**config.mk**
```make
export PLATFORM = sky130hd
export DESIGN_NAME = result_reader_flat
export DESIGN_NICKNAME = d
export VERILOG_FILES = /design/src/rtl/result_reader_if.sv /design/src/rtl/result_reader.sv /design/src/flat_wrapper.sv
export SDC_FILE = /design/constraint.sdc
export NUM_CORES = 1
export LEC_CHECK = 0
export ABC_AREA = 1
export CAP_MARGIN = 20
export CORE_ASPECT_RATIO = 0.7
export CORE_MARGIN = 2
export CORE_UTILIZATION = 45
export CTS_CLUSTER_SIZE = 25
export DETAILED_ROUTE_END_ITERATION = 7
export MAX_ROUTING_LAYER = met4
export PLACE_DENSITY_LB_ADDON = 0.25
export SLEW_MARGIN = 20
export SYNTH_ARGS = -nofsm -noshare
export SYNTH_HDL_FRONTEND = slang
export SYNTH_SLANG_ARGS = --single-unit
```
**constraint.sdc**
```tcl
create_clock -name clk -period 1.58 [get_ports clk]
set_input_delay 0.316 -clock clk [delete_from_list [all_inputs] [get_ports clk]]
set_output_delay 0.316 -clock clk [all_outputs]
set_load 0.01 [all_outputs]
```
**src/rtl/result_reader_if.sv**
```systemverilog
// result_reader_if: result-bank read port plus the ready/valid result stream.
interface result_reader_if #(
    parameter int DATA_W = 16
);
    logic [2:0]        rd_sel;
    logic [DATA_W-1:0] rd_data;
    logic [DATA_W-1:0] dout;
    logic              dout_valid;
    logic              dout_ready;
    logic              dout_last;
    modport master (output rd_sel, dout, dout_valid, dout_last, input rd_data, dout_ready);
    modport slave (input rd_sel, dout, dout_valid, dout_last, output rd_data, dout_ready);
endinterface

```
**src/rtl/result_reader.sv**
```systemverilog
// result_reader: unloads NUM_RESULTS result words to a ready/valid sink, then pulses a bank clear.
module result_reader #(
    parameter int NUM_RESULTS = 6,
    parameter int DATA_W = 16
) (
    input  logic              clk,
    input  logic              reset,
    input  logic              start,
    result_reader_if.master   bus,
    output logic              busy,
    output logic              output_clr,
    output logic [DATA_W-1:0] checksum
);
    typedef enum logic [1:0] {IDLE, FETCH, SEND, CLEAR} state_t;
    localparam logic [2:0] LAST = 3'(NUM_RESULTS - 1);
    state_t            state, state_nx;
    logic [2:0]        idx;
    logic [DATA_W-1:0] dout_q;
    always_ff @(negedge clk or negedge reset) begin
        if (!reset) state <= IDLE;
        else state <= state_nx;
    end
    always_ff @(negedge clk or negedge reset) begin
        if (!reset) begin
            idx      <= '0;
            dout_q   <= '0;
            checksum <= '0;
        end else if (state == IDLE && start) begin
            idx      <= '0;
            checksum <= '0;
        end else if (state == FETCH) begin
            dout_q <= bus.rd_data;
        end else if (state == SEND && bus.dout_ready) begin
            checksum <= checksum + dout_q;
            if (idx != LAST) idx <= idx + 3'd1;
        end
    end
    // every output is a decode of registered state; dout_ready only steers next state
    always_comb begin
        state_nx = state;
        case (state)
            IDLE:    state_nx = start ? FETCH : IDLE;
            FETCH:   state_nx = SEND;
            SEND:    state_nx = bus.dout_ready ? (idx == LAST ? CLEAR : FETCH) : SEND;
            default: state_nx = IDLE;
        endcase
        bus.rd_sel     = (state == FETCH || state == SEND) ? idx : 3'b111;
        bus.dout       = dout_q;
        bus.dout_valid = state == SEND;
        bus.dout_last  = state == SEND && idx == LAST;
        busy           = state != IDLE;
        output_clr     = state == CLEAR;
    end
endmodule
```
**src/flat_wrapper.sv**
```systemverilog
// flat-port wrapper written by rule: the top's interface ports become plain ports
module result_reader_flat 
#(
    parameter int NUM_RESULTS = 6,
    parameter int DATA_W = 16
)
  (clk, reset, start, busy, output_clr, checksum, bus_rd_sel, bus_dout, bus_dout_valid, bus_dout_last, bus_rd_data, bus_dout_ready);
  result_reader_if #(.DATA_W(DATA_W)) bus_i ();
  input  logic clk;
  input  logic reset;
  input  logic start;
  output logic busy;
  output logic output_clr;
  output logic [DATA_W-1:0] checksum;
  output wire logic [$bits(bus_i.rd_sel)-1:0] bus_rd_sel;
  output wire logic [$bits(bus_i.dout)-1:0] bus_dout;
  output wire logic [$bits(bus_i.dout_valid)-1:0] bus_dout_valid;
  output wire logic [$bits(bus_i.dout_last)-1:0] bus_dout_last;
  input wire logic [$bits(bus_i.rd_data)-1:0] bus_rd_data;
  input wire logic [$bits(bus_i.dout_ready)-1:0] bus_dout_ready;
  assign bus_rd_sel = bus_i.rd_sel;
  assign bus_dout = bus_i.dout;
  assign bus_dout_valid = bus_i.dout_valid;
  assign bus_dout_last = bus_i.dout_last;
  assign bus_i.rd_data = bus_rd_data;
  assign bus_i.dout_ready = bus_dout_ready;
  result_reader #(.NUM_RESULTS(NUM_RESULTS), .DATA_W(DATA_W)) u_core (.clk(clk), .reset(reset), .start(start), .bus(bus_i), .busy(busy), .output_clr(output_clr), .checksum(checksum));
endmodule
```
After elaboration in Yosys (flattened, before gate mapping)
Cells that the tools add are included.
{"block": "classes", "n_addsub": 2, "n_eq_ne": 6, "n_mux": 12, "bitwise_logic": 1, "reduce_logical": 11}
{"operator": "$mux 16", "n": 3}
{"operator": "$add 16x16->16", "n": 1}
{"operator": "$mux 3", "n": 5}
{"operator": "$pmux 2 s3", "n": 1}
{"operator": "$reduce_bool 2->1", "n": 3}
{"operator": "$eq 2x2->1 const B", "n": 2}
{"operator": "$mux 2", "n": 2}
{"operator": "$reduce_and 2->1", "n": 2}
{"operator": "$add 3x1->3 const B", "n": 1}
{"operator": "$eq 3x3->1 const B", "n": 1}
{"operator": "$logic_and 1x1->1", "n": 3}
{"operator": "$ne 3x3->1 const B", "n": 1}
{"operator": "$reduce_and 3->1", "n": 1}
{"operator": "$eq 2x1->1 const B", "n": 1}
{"operator": "$logic_not 2->1", "n": 1}
{"operator": "$ne 2x1->1 const B", "n": 1}
{"operator": "$logic_or 1x1->1", "n": 1}
{"operator": "$mux 1", "n": 1}
{"operator": "$not 1->1", "n": 1}
{"block": "word_totals", "regBits": 37, "input_bits": 20, "output_inout_bits": 39, "wordCells": 36}

Longest topological paths before layout
{"block": "depth", "ltp_word": 5, "depth_mapped": 11, "depth_no_buf": 11}

==> impl_metrics.toml <==
[drt]
antenna_left = 0
route.detailed.drc = 0
postRouteWirelength_um = 9300
wire_per_inst_um = 16.6
total_number_of_vias = 2921
post_drt_via_cell_ratio = 5.21
first_pass_iters = 4
drt_iter0_drc = 204

[setup_path]
ff2ff_setup_slack_ns = -0.34
worst-r2r-cell-count = 11
critical-path-top-delay-family = "flip-flops"
cp_slowest_stage_delay_ns = 0.45
crit_path_top_delay_cell = "sky130_fd_sc_hd__dfrtn_1"
criticalPathCategory = "flop to output pin"
arrival_ns = 2.13
critPathBufInv = 2
reg2reg_from = "u_core.checksum[0]"
worstPathCellList = "inv_2, ha_4, nand2_2, buf_6"
worstSetupEndpointType = "output pin"
timing.rr.end = "u_core.checksum[8]"
worst_setup_path_start_kind = "flop"
path_max_fanout = 3
timing.critical_path.required_ns = 1.26

[power]
power_switching_w = 0.00542
p_per_area_mw_per_mm2 = 2620
internal_power_w = 0.00611
sw_frac_of_total_pct = 47.0
leakagePower_nw = 2.32
tot_pwr_w = 0.0115
peak_supply_drop_mv = 1.40
comb_power_share_pct = 77.6
part_of_the_power_in_registers_pct = 14.6
clock_power_share_pct = 7.8

[outcome]
violations = "setup timing"
run_status = "complete, but fails checks"

[die]
die_area_mm2 = 0.00604
dieHeight_um = 65.6
start_util_pct = 46.7
fp.coreArea_mm2 = 0.00523
rows = 22
io_pins = 59
die_x_um = 92.1

[clock_network]
clkSinkCount = 37
cts-buffers-inserted = 5
worst_skew_pair.late_latency_ns = 0.30
cts_max_path_buffers = 2
cts_max_level = 2
tritoncts = "built"
clk_transition_reported_paths_ns = 0.06
cts_hold_buffers_added = 0
cts_root_buffer = "sky130_fd_sc_hd__clkbuf_8"

[layout]
diodes = 0
fin_util_pct = 84.2
final_layout_size_suffix_gt1_share_pct = 51.9
num-nets-final = 531
area_growth_syn_to_layout_pct = 80.3

[worst_hold_path]
min_delay_path_depth = 3
hold_path_endpoint = "u_core.bus.dout[3]"
hold_wc_startpoint = "u_core.bus.dout[3]"
min-delay-path-class = "flop to flop"

[global_routing]
global_route.usage.total_pct = 28.1
maximum_number_of_pins_on_one_net_before_global_route_repair = 38
grt_pass1_wl_um = 12800
grt.overflow.total = 0
vias_in_the_first_global_route = 2871
antenna_violations_before_repair = 0

[synthesis]
seq_area_frac_synth_pct = 37.9
post-synth-top-count-cell = "sky130_fd_sc_hd__nand2_1"
ys_dominant_reg_cell = "sky130_fd_sc_hd__dfrtn_1"
synth_top_cell_area_share_pct = 37.9
synthDominantAreaCellType = "sky130_fd_sc_hd__dfrtn_1"
synth.area.top_cells = "sky130_fd_sc_hd__dfrtn_1 (38%), sky130_fd_sc_hd__nand2_1 (24%), sky130_fd_sc_hd__ha_1 (11%), sky130_fd_sc_hd__inv_1 (6.8%), sky130_fd_sc_hd__nand3_1 (3.7%)"
yosys-top-cells-count = "sky130_fd_sc_hd__nand2_1 (153), sky130_fd_sc_hd__inv_1 (44), sky130_fd_sc_hd__dfrtn_1 (37)"
post_synth_edffs = 0
synthesis.instances = 344
ys_ff_latch = 37
syn_area_per_cell_um2 = 7.10
yosysUniqueCellTypes = 33
yosysWarningCount = 0
synth_nets = 387
synth_async_sr_flop_share_pct = 100
syn-cell-area_mm2 = 0.00244

[place]
pre_cts_slack_ns = -1.01
portBuffers = 58
gp_congestion = 0.895
dp.final_hpwl_um = 5040

[sta]
worst-slew-pin-transition_ns = 0.299
hold_viol = 0
rsz0062_at_grt = "true"
relSlewSlack_pct = 80.0
setup_ws_ns = -0.863
worst_clock_skew_ns = 0.00488
final_max_slew_viol_count = 0
number_of_setup_violations_in_the_final_report = 58

[flow_run]
cap_viol_max_count = 0
## through the flow
stage	hold slack [ns]	area (µm²)	std cells	setup TNS [ns]
final	0.533	4400	561	-20.88
after global routing	0.570	4400	561	-22.72
after CTS	0.524	4130	560	-19.43
after detailed placement	0.520	3700	535	-42.53
after global placement	0.515	3700	535	-41.71
after floorplan	0.471	2560	344	-7.55
## cell type report
class / count / area, µm²
clock inverter: 2 / 37.5
tap: 72 / 90.1
inverter: 47 / 204
sequential: 37 / 926
multi-input combinational: 255 / 1910
clock buffer: 6 / 82.6
timing repair buffer: 141 / 1150
fill: 309 / 826
timing repair inverter: 1 / 11.3
## layer usage
metal / share of wire (%) / global-route usage, % / wire [µm]
met5: 0 / - / 0
met4: 3.0 / 8.58 / 282
met3: 6.1 / 4.82 / 568
met2: 50 / 49.6 / 4690
met1: 40 / 33.5 / 3760
## worst register-to-register path: stages (launching register included)
cell                      delay [ns]
sky130_fd_sc_hd__dfrtn_1        0.37
sky130_fd_sc_hd__buf_6          0.13
sky130_fd_sc_hd__buf_6          0.11
sky130_fd_sc_hd__ha_4           0.16
sky130_fd_sc_hd__fa_2           0.36
sky130_fd_sc_hd__nand2_2        0.09
sky130_fd_sc_hd__nand2_2        0.07
sky130_fd_sc_hd__and2_4         0.16
sky130_fd_sc_hd__nand2_2        0.07
sky130_fd_sc_hd__nand3_4        0.08
sky130_fd_sc_hd__nor2_2         0.10
sky130_fd_sc_hd__o21ai_1        0.07
## power by group through the flow
| stage | Clock, W | Combinational, W | Sequential [W] |
|---|---|---|---|
| 6_report | 0.000904 | 0.00894 | 0.00168 |
| 5_1_grt | 0.000943 | 0.00958 | 0.00172 |
| 4_1_cts | 0.000898 | 0.00739 | 0.00166 |
| 3_5_place_dp | 0 | 0.00636 | 0.00169 |
| 3_3_place_gp | 0 | 0.00623 | 0.00168 |
| 2_1_floorplan | 0 | 0.00313 | 0.00196 |
## placed cells by master (no fill, tap or decap), types with 10 or more instances in the layout
cell	n
sky130_fd_sc_hd__nand2_1	108
sky130_fd_sc_hd__buf_4	65
sky130_fd_sc_hd__nand2_2	39
sky130_fd_sc_hd__dfrtn_1	37
sky130_fd_sc_hd__inv_1	34
sky130_fd_sc_hd__buf_2	32
sky130_fd_sc_hd__buf_6	23
sky130_fd_sc_hd__ha_4	16
sky130_fd_sc_hd__clkdlybuf4s50_1	16
sky130_fd_sc_hd__nand3_2	11
sky130_fd_sc_hd__nor2_1	10
## flip-flops by register name, summed over array words and instances, names as in the netlist
signal	cells
u_core.idx	3
u_core.bus.dout	16
u_core.state	2
u_core.checksum	16
## what timing repair did
action / CTS / global route
cloned: 1 / 0
resized for setup: 254 / 66
setup buffers: 19 / 15
setup endpoints to repair: 60 / 58
pin swaps: 42 / 39
## how the worst max path moves through the flow
stage                         start                 end  slack (ns)  cells after the start
floorplan           u_core.state[1]       bus_rd_sel[0]       -0.42                      3
global placement     bus_dout_ready  u_core.checksum[4]       -0.99                      9
detailed placement   bus_dout_ready  u_core.checksum[3]       -1.01                      9
CTS                 u_core.state[0]       bus_rd_sel[0]       -0.82                      4
global route        u_core.state[0]       bus_rd_sel[2]       -0.92                      4
finish              u_core.state[0]       bus_rd_sel[2]       -0.86                      4
## cells by family (layout without fill, tap and decap cells)
logic type / count (synthesis) / in the layout / share of synthesized area, %
AOI/OAI and AO/OA: 25 / 25 / 6.15
buffers and inverters: 52 / 197 / 8.56
adders and majority gates: 23 / 23 / 12.1
DFF: 37 / 37 / 37.9
xor gates and xnor gates: 3 / 3 / 1.08
and+or+nand+nor: 204 / 204 / 34.2
Power figures use the tool's default switching activity.
